--- config.mk ---
export PLATFORM = sky130hd
export DESIGN_NAME = crd_drop_flat
export DESIGN_NICKNAME = d
export VERILOG_FILES = /design/src/rtl/crd_drop_if.sv /design/src/rtl/crd_drop.sv /design/src/flat_wrapper.sv
export SDC_FILE = /design/constraint.sdc
export NUM_CORES = 1
export LEC_CHECK = 0
export ABC_AREA = 1
export CAP_MARGIN = 20
export CORE_UTILIZATION = 45
export DETAILED_ROUTE_END_ITERATION = 7
export HOLD_SLACK_MARGIN = 0.15
export PLACE_DENSITY_LB_ADDON = 0.3
export SLEW_MARGIN = 20
export SYNTH_ARGS = -nofsm -noshare
export SYNTH_HDL_FRONTEND = slang
export SYNTH_SLANG_ARGS = --single-unit
export TNS_END_PERCENT = 20
--- constraint.sdc ---
create_clock -name clk -period 2.9 [get_ports clk]
set_input_delay 0.725 -clock clk [delete_from_list [all_inputs] [get_ports clk]]
set_output_delay 0.725 -clock clk [all_outputs]
set_load 0.01 [all_outputs]
--- src/rtl/crd_drop_if.sv ---
// ----------------------------------------------------------------------------
// crd_drop_if
// One ready/valid token stream as used by the coordinate-drop primitive.
//   data  : token (bit 16 = control flag, low bits = coordinate or stop level)
//   valid : producer has a token on data
//   ready : consumer can take the token this cycle
// Modports:
//   master : drives data/valid, observes ready (producer side)
//   slave  : observes data/valid, drives ready (consumer side)
// ----------------------------------------------------------------------------
interface crd_drop_if #(
    parameter int DATA_WIDTH = 17
) ();
    logic [DATA_WIDTH-1:0] data;
    logic                  valid;
    logic                  ready;

    modport master (output data, output valid, input ready);
    modport slave  (input data, input valid, output ready);
endinterface

--- src/rtl/crd_drop.sv ---
// ----------------------------------------------------------------------------
// crd_drop
// Sparse-pipeline coordinate-drop primitive. Consumes an outer coordinate
// stream and its inner coordinate stream, deletes every outer coordinate whose
// inner fiber is empty and, in cmrg_mode, merges the stop tokens left behind by
// the dropped fibers into a single pending stop (highest level wins).
// Ports:
//   clk          : rising-edge clock
//   flush        : synchronous active-high reset, clears FIFOs, FSM, pending stop
//   rst_n        : compatibility input, no functional effect
//   clk_en       : 0 freezes all state and blocks every handshake
//   tile_en      : 0 forces every ready/valid output low and freezes state
//   cmrg_mode    : 1 = merge inner stops of dropped fibers, 0 = inner passes as is
//   coord_in_0   : outer coordinate stream (slave)
//   coord_in_1   : inner coordinate stream (slave)
//   coord_out_0  : filtered outer stream (master)
//   coord_out_1  : filtered inner stream (master)
// Every port is buffered by a FIFO_DEPTH-entry FIFO; outputs come straight from
// FIFO storage so they are registered and stay stable until accepted.
// ----------------------------------------------------------------------------
module crd_drop #(
    parameter int DATA_WIDTH = 17,
    parameter int FIFO_DEPTH = 2
) (
    input  logic       clk,
    input  logic       flush,
    input  logic       rst_n,
    input  logic       clk_en,
    input  logic       tile_en,
    input  logic       cmrg_mode,
    crd_drop_if.slave  coord_in_0,
    crd_drop_if.slave  coord_in_1,
    crd_drop_if.master coord_out_0,
    crd_drop_if.master coord_out_1
);
    localparam int PTR_W    = (FIFO_DEPTH > 1) ? $clog2(FIFO_DEPTH) : 1;
    localparam int CNT_W    = $clog2(FIFO_DEPTH + 1);
    localparam int NUM_FIFO = 4;
    localparam logic [DATA_WIDTH-1:0] DONE_TOK = DATA_WIDTH'(17'h10100);

    typedef enum logic [1:0] {
        ST_START      = 2'd0,
        ST_HOLD_OUTER = 2'd1,
        ST_PASS_INNER = 2'd2,
        ST_DONE_WAIT  = 2'd3
    } state_e;

    function automatic logic is_ctrl(input logic [DATA_WIDTH-1:0] tok);
        return tok[16];
    endfunction

    function automatic logic is_done(input logic [DATA_WIDTH-1:0] tok);
        return (tok == DONE_TOK);
    endfunction

    function automatic logic [DATA_WIDTH-1:0] stop_tok(input logic [7:0] lvl);
        logic [DATA_WIDTH-1:0] tok;
        tok       = {DATA_WIDTH{1'b0}};
        tok[16]   = 1'b1;
        tok[7:0]  = lvl;
        return tok;
    endfunction

    function automatic logic [7:0] max_lvl(input logic [7:0] a, input logic [7:0] b);
        return (a > b) ? a : b;
    endfunction

    function automatic logic [PTR_W-1:0] next_ptr(input logic [PTR_W-1:0] p);
        return (p == PTR_W'(FIFO_DEPTH - 1)) ? {PTR_W{1'b0}} : p + PTR_W'(1);
    endfunction

    // FIFO index map: 0 = outer in, 1 = inner in, 2 = outer out, 3 = inner out
    logic [NUM_FIFO-1:0]                 push_s;
    logic [NUM_FIFO-1:0]                 pop_s;
    logic [NUM_FIFO-1:0]                 full_s;
    logic [NUM_FIFO-1:0]                 empty_s;
    logic [NUM_FIFO-1:0][DATA_WIDTH-1:0] wdata_s;
    logic [NUM_FIFO-1:0][DATA_WIDTH-1:0] rdata_s;

    logic                  en_s;
    logic                  step_s;
    logic                  in0_fire_s;
    logic                  in1_fire_s;
    logic                  out0_fire_s;
    logic                  out1_fire_s;
    logic                  fsm_pop0_s;
    logic                  fsm_pop1_s;
    logic                  fsm_push0_s;
    logic                  fsm_push1_s;
    logic [DATA_WIDTH-1:0] fsm_wdata0_s;
    logic [DATA_WIDTH-1:0] fsm_wdata1_s;
    logic [DATA_WIDTH-1:0] outer_s;
    logic [DATA_WIDTH-1:0] inner_s;

    state_e                state_q;
    state_e                state_d;
    logic [DATA_WIDTH-1:0] coord_q;
    logic [DATA_WIDTH-1:0] coord_d;
    logic                  pend_vld_q;
    logic                  pend_vld_d;
    logic [7:0]            pend_lvl_q;
    logic [7:0]            pend_lvl_d;

    logic                  unused_s;
    assign unused_s = rst_n;

    assign en_s = clk_en & tile_en;

    // Stream handshakes; flush and tile_en hide every ready/valid.
    assign coord_in_0.ready  = ~full_s[0] & tile_en & ~flush;
    assign coord_in_1.ready  = ~full_s[1] & tile_en & ~flush;
    assign coord_out_0.valid = ~empty_s[2] & tile_en & ~flush;
    assign coord_out_1.valid = ~empty_s[3] & tile_en & ~flush;
    assign coord_out_0.data  = rdata_s[2];
    assign coord_out_1.data  = rdata_s[3];

    assign in0_fire_s  = coord_in_0.valid & coord_in_0.ready & clk_en;
    assign in1_fire_s  = coord_in_1.valid & coord_in_1.ready & clk_en;
    assign out0_fire_s = coord_out_0.valid & coord_out_0.ready & clk_en;
    assign out1_fire_s = coord_out_1.valid & coord_out_1.ready & clk_en;

    assign push_s  = {fsm_push1_s, fsm_push0_s, in1_fire_s, in0_fire_s};
    assign pop_s   = {out1_fire_s, out0_fire_s, fsm_pop1_s, fsm_pop0_s};
    assign wdata_s = {fsm_wdata1_s, fsm_wdata0_s, coord_in_1.data, coord_in_0.data};

    assign outer_s = rdata_s[0];
    assign inner_s = rdata_s[1];

    // The FSM only advances when both output FIFOs have room, so a stalled
    // output never leaves an input half-consumed.
    assign step_s = en_s & ~full_s[2] & ~full_s[3];

    for (genvar g = 0; g < NUM_FIFO; g++) begin : g_fifo
        logic [DATA_WIDTH-1:0] mem_q [FIFO_DEPTH];
        logic [PTR_W-1:0]      wr_ptr_q;
        logic [PTR_W-1:0]      rd_ptr_q;
        logic [CNT_W-1:0]      count_q;

        assign full_s[g]  = (count_q == CNT_W'(FIFO_DEPTH));
        assign empty_s[g] = (count_q == CNT_W'(0));
        assign rdata_s[g] = mem_q[rd_ptr_q];

        // FIFO storage, pointers and occupancy (push and pop together keep the count).
        always_ff @(posedge clk) begin
            if (flush) begin
                for (int i = 0; i < FIFO_DEPTH; i++) begin
                    mem_q[i] <= {DATA_WIDTH{1'b0}};
                end
                wr_ptr_q <= {PTR_W{1'b0}};
                rd_ptr_q <= {PTR_W{1'b0}};
                count_q  <= {CNT_W{1'b0}};
            end else begin
                if (push_s[g]) begin
                    mem_q[wr_ptr_q] <= wdata_s[g];
                    wr_ptr_q        <= next_ptr(wr_ptr_q);
                end
                if (pop_s[g]) begin
                    rd_ptr_q <= next_ptr(rd_ptr_q);
                end
                case ({push_s[g], pop_s[g]})
                    2'b10:   count_q <= count_q + CNT_W'(1);
                    2'b01:   count_q <= count_q - CNT_W'(1);
                    default: count_q <= count_q;
                endcase
            end
        end
    end

    // FSM state, latched outer coordinate and pending merged stop.
    always_ff @(posedge clk) begin
        if (flush) begin
            state_q    <= ST_START;
            coord_q    <= {DATA_WIDTH{1'b0}};
            pend_vld_q <= 1'b0;
            pend_lvl_q <= 8'd0;
        end else begin
            state_q    <= state_d;
            coord_q    <= coord_d;
            pend_vld_q <= pend_vld_d;
            pend_lvl_q <= pend_lvl_d;
        end
    end

    // Next-state and FIFO push/pop decisions for one token step.
    always_comb begin
        state_d      = state_q;
        coord_d      = coord_q;
        pend_vld_d   = pend_vld_q;
        pend_lvl_d   = pend_lvl_q;
        fsm_pop0_s   = 1'b0;
        fsm_pop1_s   = 1'b0;
        fsm_push0_s  = 1'b0;
        fsm_push1_s  = 1'b0;
        fsm_wdata0_s = {DATA_WIDTH{1'b0}};
        fsm_wdata1_s = {DATA_WIDTH{1'b0}};
        if (step_s) begin
            case (state_q)
                ST_START: begin
                    if (!empty_s[0]) begin
                        fsm_pop0_s = 1'b1;
                        if (!is_ctrl(outer_s)) begin
                            // Coordinate is held until its fiber proves non-empty.
                            coord_d = outer_s;
                            state_d = ST_HOLD_OUTER;
                        end else if (is_done(outer_s)) begin
                            state_d = ST_DONE_WAIT;
                        end else begin
                            fsm_push0_s  = 1'b1;
                            fsm_wdata0_s = outer_s;
                        end
                    end else begin
                        state_d = ST_START;
                    end
                end
                ST_HOLD_OUTER, ST_PASS_INNER, ST_DONE_WAIT: begin
                    if (!empty_s[1]) begin
                        if (!is_ctrl(inner_s)) begin
                            if (pend_vld_q) begin
                                // A merged stop must precede the next inner data.
                                fsm_push1_s  = 1'b1;
                                fsm_wdata1_s = stop_tok(pend_lvl_q);
                                pend_vld_d   = 1'b0;
                            end else begin
                                fsm_push1_s  = 1'b1;
                                fsm_wdata1_s = inner_s;
                                fsm_pop1_s   = 1'b1;
                                if (state_q == ST_HOLD_OUTER) begin
                                    fsm_push0_s  = 1'b1;
                                    fsm_wdata0_s = coord_q;
                                    state_d      = ST_PASS_INNER;
                                end else begin
                                    state_d = state_q;
                                end
                            end
                        end else if (!is_done(inner_s)) begin
                            fsm_pop1_s = 1'b1;
                            if (cmrg_mode) begin
                                pend_vld_d = 1'b1;
                                pend_lvl_d = pend_vld_q ? max_lvl(pend_lvl_q, inner_s[7:0])
                                                        : inner_s[7:0];
                            end else begin
                                fsm_push1_s  = 1'b1;
                                fsm_wdata1_s = inner_s;
                            end
                            // Stop ends the fiber; a held coordinate is dropped here.
                            if (state_q != ST_DONE_WAIT) begin
                                state_d = ST_START;
                            end else begin
                                state_d = ST_DONE_WAIT;
                            end
                        end else if (state_q == ST_DONE_WAIT) begin
                            if (pend_vld_q) begin
                                fsm_push1_s  = 1'b1;
                                fsm_wdata1_s = stop_tok(pend_lvl_q);
                                pend_vld_d   = 1'b0;
                            end else begin
                                fsm_push0_s  = 1'b1;
                                fsm_wdata0_s = DONE_TOK;
                                fsm_push1_s  = 1'b1;
                                fsm_wdata1_s = DONE_TOK;
                                fsm_pop1_s   = 1'b1;
                                state_d      = ST_START;
                            end
                        end else begin
                            // Inner done without a closing stop: give up the fiber
                            // and leave done for the outer done to consume.
                            state_d = ST_START;
                        end
                    end else begin
                        state_d = state_q;
                    end
                end
                default: begin
                    state_d = ST_START;
                end
            endcase
        end else begin
            state_d = state_q;
        end
    end
endmodule

--- src/flat_wrapper.sv ---
// flat-port wrapper written by rule: the top's interface ports become plain ports
module crd_drop_flat 
#(
    parameter int DATA_WIDTH = 17,
    parameter int FIFO_DEPTH = 2
)
  (clk, flush, rst_n, clk_en, tile_en, cmrg_mode, coord_in_0_data, coord_in_0_valid, coord_in_0_ready, coord_in_1_data, coord_in_1_valid, coord_in_1_ready, coord_out_0_data, coord_out_0_valid, coord_out_0_ready, coord_out_1_data, coord_out_1_valid, coord_out_1_ready);
  crd_drop_if #(.DATA_WIDTH(DATA_WIDTH)) coord_in_0_i ();
  crd_drop_if #(.DATA_WIDTH(DATA_WIDTH)) coord_in_1_i ();
  crd_drop_if #(.DATA_WIDTH(DATA_WIDTH)) coord_out_0_i ();
  crd_drop_if #(.DATA_WIDTH(DATA_WIDTH)) coord_out_1_i ();
  input  logic clk;
  input  logic flush;
  input  logic rst_n;
  input  logic clk_en;
  input  logic tile_en;
  input  logic cmrg_mode;
  input wire logic [$bits(coord_in_0_i.data)-1:0] coord_in_0_data;
  input wire logic [$bits(coord_in_0_i.valid)-1:0] coord_in_0_valid;
  output wire logic [$bits(coord_in_0_i.ready)-1:0] coord_in_0_ready;
  input wire logic [$bits(coord_in_1_i.data)-1:0] coord_in_1_data;
  input wire logic [$bits(coord_in_1_i.valid)-1:0] coord_in_1_valid;
  output wire logic [$bits(coord_in_1_i.ready)-1:0] coord_in_1_ready;
  output wire logic [$bits(coord_out_0_i.data)-1:0] coord_out_0_data;
  output wire logic [$bits(coord_out_0_i.valid)-1:0] coord_out_0_valid;
  input wire logic [$bits(coord_out_0_i.ready)-1:0] coord_out_0_ready;
  output wire logic [$bits(coord_out_1_i.data)-1:0] coord_out_1_data;
  output wire logic [$bits(coord_out_1_i.valid)-1:0] coord_out_1_valid;
  input wire logic [$bits(coord_out_1_i.ready)-1:0] coord_out_1_ready;
  assign coord_in_0_i.data = coord_in_0_data;
  assign coord_in_0_i.valid = coord_in_0_valid;
  assign coord_in_0_ready = coord_in_0_i.ready;
  assign coord_in_1_i.data = coord_in_1_data;
  assign coord_in_1_i.valid = coord_in_1_valid;
  assign coord_in_1_ready = coord_in_1_i.ready;
  assign coord_out_0_data = coord_out_0_i.data;
  assign coord_out_0_valid = coord_out_0_i.valid;
  assign coord_out_0_i.ready = coord_out_0_ready;
  assign coord_out_1_data = coord_out_1_i.data;
  assign coord_out_1_valid = coord_out_1_i.valid;
  assign coord_out_1_i.ready = coord_out_1_ready;
  crd_drop #(.DATA_WIDTH(DATA_WIDTH), .FIFO_DEPTH(FIFO_DEPTH)) u_core (.clk(clk), .flush(flush), .rst_n(rst_n), .clk_en(clk_en), .tile_en(tile_en), .cmrg_mode(cmrg_mode), .coord_in_0(coord_in_0_i), .coord_in_1(coord_in_1_i), .coord_out_0(coord_out_0_i), .coord_out_1(coord_out_1_i));
endmodule
==> run summary, run 1 <==
status: completed
worst skew pair latency: 0.43 ns
slowest stage delay, CP: 0.51 ns
Hold Startpoint: u_core.coord_q[6]
First-pass DRT Iterations: 5
vias per cell: 4.79
core box area: 18900 um2
Tcrit/Tclk final: 0.935
CP max FO: 4
static leakage: 0.00438 uW
num rows: 50
Avg Cell Area, Syn: 9.26 um2
worst min-delay path class: register to register
total track usage: 0.187
PD cells: 515 nW/um2
Remaining Overflow, GRT: 0
FF-to-FF End: u_core.g_fifo[3].count_q[1]
simple-gate share of the synthesized area: 0.203
Final ANT Viol Nets: 0
Slew @ Worst Pin: 0.495 ns
VDD IR max: 0.000409 V
final WL: 17600 um
EDFF count, synth: 136
worst reg2reg setup slack: 0.27 ns
Critical Path Start Type: primary input
synth unique cells: 42
skew final: 0.00757 ns
vias in the first global route: 5890
Chip Height: 142 um
Final Slew Violations: 0
Post-Synthesis Cells: 946
Worst EP required: 2.17 ns
Sink Count: 183
Die Wd: 142 um
Finished Layout Cells: 1327
Seq/Total Area, Yosys: 0.574
fmax: 369 MHz
effective utilization at floorplan: 0.464
Max-cap violations: 0
via count: 6352
Arr. time, crit path: 1.99 ns
Post-synth ARST share: 0
compound-cell area share of the yosys netlist: 0.0811
Tmin final: 2.71 ns
cell total after placement: 1295
CTS Buf Count: 17
Yosys top cell area share: 0.466
CTS Hold Buffers Added: 0
Port Buf Inserts: 80
Layout area overhead: 21.5%
Setup crit start: tile_en
mapped cell area: 8760 um2
Root Buffer: clkbuf_16
fraction of layout cells with a size suffix above 1: 0.142
final design utilization: 0.563
multiplexer area fraction after synthesis: 0.0437
Setup crit end kind: primary output
1st-iter DRT viols: 435
cell taking the most area after synthesis: edfxtp_1
Worst R2R Path Depth: 19
number of diodes: 0
# IOs: 82
largest family of logic cells by synthesized area: simple AND/OR/NAND/NOR gates
relative slew slack: 0.669
RSZ-0062 raised after global routing: no
commonest non-fill, non-tap cell in the layout: nor2_1
post-synthesis adder-cell area fraction: 0.0171
H-tree depth: 4
most frequent cells in the layout: nor2_1 (185), nand2_1 (175), inv_1 (138)
initial antenna violation count: 0
DRC Markers: 0
DIE AREA: 20000 um2
top area cells in the synthesized netlist: edfxtp_1 (47%), dfxtp_1 (11%), nor2_1 (7.9%)
Syn Nets: 1002
first-pass GRT wire length: 29000 um
Fin. Hold Viols: 0
register clock-pin slew on the reported worst setup and hold paths: 0.06 ns
WL/cell: 13.2 um
largest net degree at the start of global routing: 37
CTS tree: yes
CP Capture Point: coord_in_0_ready
fin nets: 1110
Min Hold Slack: 0.445 ns
final RePlAce weighted congestion: 0.878
xor/xnor share of the synthesized area: 0.00100
#FFs+latches synth: 183
clk buf depth: 2
CP dominant cell by count: inv_1
critical path class: primary input to primary output
final setup vio count: 0
crit path cell chain: clkdlybuf4s50_1 > inv_1 > nor2_1 > inv_1 > a21oi_1 > dlygate4sd2_1
top_reg_cell synth: edfxtp_1
Critical Path Slowest Stage Cell: clkdlybuf4s50_1
post-DP HPWL: 12300 um
Syn. warnings: 0
## report_power, final
group / total, uW / internal, uW / leakage [uW] / switching (uW)
combinational: 414 / 181 / 0.00233 / 233
sequential: 2910 / 2890 / 0.00178 / 24.7
clock: 2150 / 1180 / 0.000269 / 968
## worst max-delay path: cells and delay by family
kind | cells | cell delay [ns]
buffers and inverters | 4 | 0.99
AND/OR/NAND/NOR | 1 | 0.08
AO/OA/AOI/OAI | 1 | 0.18
## area by class of cell
cell class	instances	area [um2]
inverters	143	539
multi-input cells	591	3030
repair buffers	118	1170
clock buffers	17	425
well taps	260	325
fillers	1670	8250
clock inverters	15	129
flip-flops and latches	183	5020
## cell families (layout without fill, tap and decap cells)
| family | count (synthesis) | in the layout |
|---|---|---|
| XOR/XNOR | 1 | 1 |
| AND/OR/NAND/NOR | 419 | 419 |
| flip-flops | 183 | 183 |
| buffers and inverters | 172 | 293 |
| AO/OA/AOI/OAI | 125 | 125 |
| multiplexers | 34 | 34 |
| adder cells (fa/ha/maj) | 12 | 12 |
## per-layer routing
layer,track usage,wire length (um)
met5,0,0
met4,0.0594,205
met3,0.0395,838
met2,0.285,7810
met1,0.267,8720
## synthesized netlist by cell type (2+ instances only)
| library cell | n |
|---|---|
| o21ai_1 | 2 |
| nor2_4 | 2 |
| nor3_1 | 2 |
| edfxtp_1 | 136 |
| a31oi_1 | 2 |
| o221ai_1 | 3 |
| o21ai_0 | 56 |
| o21bai_1 | 3 |
| nand2_1 | 175 |
| nor2_2 | 19 |
| dfxtp_1 | 47 |
| o211ai_1 | 4 |
| mux2_2 | 34 |
| inv_2 | 4 |
| nand2_4 | 3 |
| buf_1 | 3 |
| inv_1 | 138 |
| o21ai_2 | 2 |
| clkbuf_1 | 16 |
| nand2_2 | 10 |
| ha_1 | 12 |
| nand3_4 | 2 |
| nor2_1 | 185 |
| a21oi_1 | 43 |
| buf_6 | 6 |
| buf_4 | 3 |
| nand3_1 | 15 |
| a32oi_1 | 3 |
| nand4_1 | 3 |
## state kept, by name, indices dropped and copies added, names as in the netlist, named ones only
| signal | count |
|---|---|
| u_core.g_fifo.mem_q | 136 |
| u_core.g_fifo.wr_ptr_q | 4 |
| u_core.pend_lvl_q | 8 |
| u_core.pend_vld_q | 1 |
| u_core.coord_q | 16 |
| u_core.state_q | 2 |
| u_core.g_fifo.count_q | 8 |
| u_core.g_fifo.rd_ptr_q | 4 |
## through the flow
step	area, um2	worst slack, ns	TNS (ns)	total power [uW]
detailed placement	10100	-0.168	-0.460	3390
CTS	10600	0.173	0	5520
finish	10600	0.187	0	5480
floorplan	8760	0.187	0	3180
global route	10600	0.0429	0	5670
global placement	10100	-0.172	-0.426	3380
## worst min-delay path by stage
stage | to | cells past startpoint
floorplan | u_core.coord_q[0] | 2
global placement | u_core.coord_q[6] | 2
detailed placement | u_core.coord_q[6] | 2
CTS | u_core.coord_q[6] | 2
global route | u_core.coord_q[10] | 2
finish | u_core.coord_q[6] | 2
## timing repair
action / in CTS / in global routing
gates resized for setup: 6 / 1
setup buffers: 0 / 0
endpoints found under the setup margin: 4 / 1
No activity file was read; power rests on OpenSTA's default activity.
==> run 2, diff against run 1 <==
CTS_CLUSTER_SIZE = 14   (was not set)
GPL_ROUTABILITY_DRIVEN = 0   (was not set)
HOLD_SLACK_MARGIN = not set   (was 0.15)
==> results of run 2 <==
Final layout, timing and power as in run 1 (identical DEF).
==> run 3, diff against run 2 <==
CAP_MARGIN = 15   (was 20)
CORE_MARGIN = 2   (was not set)
PLACE_DENSITY = 0.65   (was not set)
PLACE_DENSITY_LB_ADDON = not set   (was 0.3)
==> run summary, run 3 (synthesized netlist as in run 1, its figures left out) <==
status: completed
DIE AREA: 20600 um2 (+2.8%)
final setup vio count: 0 (unchanged)
Port Buf Inserts: 80 (unchanged)
fraction of layout cells with a size suffix above 1: 0.145 (+0.00268)
total track usage: 0.186 (-0.00128)
worst min-delay path class: register to register
register clock-pin slew on the reported worst setup and hold paths: 0.06 ns (about the same)
overall power: 5630 uW (+2.8%)
final WL: 17800 um (+1.3%)
Sink Count: 183 (unchanged)
Net Sw Power: 1220 uW (-0.54%)
VDD IR max: 0.000381 V (-7.0%)
Clock Power Share: 0.408 (+0.015)
CTS Hold Buffers Added: 0 (unchanged)
Pint: 4410 uW (+3.7%)
Max-cap violations: 0 (unchanged)
core box area: 19300 um2 (+2.0%)
CP max FO: 4 (unchanged)
Switching Share: 0.217 (-0.00719)
PnR worst setup slack: 0.234 ns (+0.0467 ns)
Layout area overhead: 22.0%
Worst EP required: 2.17 ns (about the same)
num rows: 51 (+2.0%)
first-pass GRT wire length: 29600 um (+2.1%)
Final Slew Violations: 0 (unchanged)
fin nets: 1111 (+0.090%)
post-CTS sizing: 8 (+2)
DRC Markers: 0 (unchanged)
Tcrit/Tclk final: 0.919 (-0.0161)
relative slew slack: 0.680 (+0.0108)
dpl cell area: 10100 um2 (about the same)
Tmin final: 2.67 ns (-0.0467 ns)
sequential share of power: 0.518 (-0.014)
vias in the first global route: 5966 (+1.3%)
vias per cell: 4.77 (-0.31%)
Fin. Hold Viols: 0 (unchanged)
largest net degree at the start of global routing: 27 (-27%)
Arr. time, crit path: 1.94 ns (-0.05 ns)
Fillers: 1744 (+4.4%)
Root Buffer: clkbuf_16
1st-iter DRT viols: 465 (+6.9%)
Critical Path Start Type: primary input
post-DP HPWL: 12500 um (+2.3%)
CTS Buf Count: 17 (unchanged)
Die Wd: 144 um (+1.4%)
Remaining Overflow, GRT: 0 (unchanged)
Setup crit end kind: primary output
Largest Register: u_core.g_fifo.mem_q
WL/cell: 13.4 um (+0.84%)
effective utilization at floorplan: 0.454 (-0.00909)
RSZ-0062 raised after global routing: no
Final ANT Viol Nets: 0 (unchanged)
Chip Height: 144 um (+1.4%)
GR Util met3: 0.0343 (-0.00517)
most frequent cells in the layout: nor2_1 (185), nand2_1 (175), inv_1 (137)
number of flip-flops under the largest register name: 136 (unchanged)
Slew @ Worst Pin: 0.479 ns (-0.0162 ns)
initial antenna violation count: 0 (unchanged)
commonest non-fill, non-tap cell in the layout: nor2_1
critical path class: primary input to primary output
H-tree depth: 4 (unchanged)
Post-CTS Setup Bufs: 0 (unchanged)
M2 GR Usage: 0.274 (-0.0114)
static leakage: 0.00440 uW (+0.49%)
combinational share of power: 0.073 (-0.003)
skew final: 0.0109 ns (+0.00338 ns)
CTS tree: yes
First-pass DRT Iterations: 5 (unchanged)
number of diodes: 0 (unchanged)
worst skew pair latency: 0.43 ns (about the same)
met1 Usage GRT: 0.277 (+0.00973)
Top Registers: u_core.g_fifo.mem_q (136), u_core.coord_q (16)
post-route cell area: 10700 um2 (+0.40%)
fmax: 375 MHz (+1.8%)
via count: 6361 (+0.14%)
clk buf depth: 2 (unchanged)
Most Crowded Layer GR: met1
PD cells: 527 nW/um2 (+2.4%)
# IOs: 82 (unchanged)
Post-Place Worst Slack: -0.191 ns (-0.0235 ns)
-- run 3: path summary, 6_finish.rpt --
check,start,end,slack (ns),cells past startpoint
setup / recovery,tile_en,coord_out_1_valid,0.23,6
hold reg to reg,u_core.coord_q[4],u_core.coord_q[4],0.45,2
setup reg to reg,register,u_core.g_fifo[2].count_q[1],0.35,18
hold / removal,u_core.coord_q[4],u_core.coord_q[4],0.45,2
-- run 3: layout make-up --
type | count | area (um2) | share of cell area
Clock buffer | 21 | 470 | 0.0440
Clock inverter | 11 | 121 | 0.0114
Inverter | 143 | 539 | 0.0505
Multi-Input combinational cell | 591 | 3040 | 0.284
Sequential cell | 183 | 5020 | 0.470
Tap cell | 265 | 332 | 0.0310
Timing Repair Buffer | 119 | 1160 | 0.109
-- run 3: power by group through the flow --
stage	Clock (uW)	Sequential [uW]	Combinational, uW
CTS	2340	2920	417
global placement	0	2970	413
finish	2300	2920	414
detailed placement	0	2970	416
global route	2430	2920	463
floorplan	0	2970	218
-- run 3: stage by stage --
| step | cells | TNS (ns) | hold slack, ns | util |
|---|---|---|---|---|
| finish | 1333 | 0 | 0.447 | 0.554 |
| detailed placement | 1301 | -0.649 | 0.438 | 0.524 |
| global route | 1333 | 0 | 0.463 | 0.554 |
| global placement | 1301 | -0.508 | 0.431 | 0.524 |
| CTS | 1333 | 0 | 0.448 | 0.554 |
| floorplan | 946 | 0 | 0.425 | - |
-- run 3: per-layer routing --
metal | share of wire | vias to the layer above
met5 | 0 | -
met4 | 0.013 | 0
met3 | 0.054 | 18
met2 | 0.44 | 157
met1 | 0.49 | 2907
li1 | - | 3279
-- run 3: critical path, stage by stage --
cell             delay [ns]
clkdlybuf4s50_1        0.49
inv_1                  0.05
nor2_1                 0.13
inv_2                  0.11
nor2_1                 0.15
dlygate4sd2_1          0.29
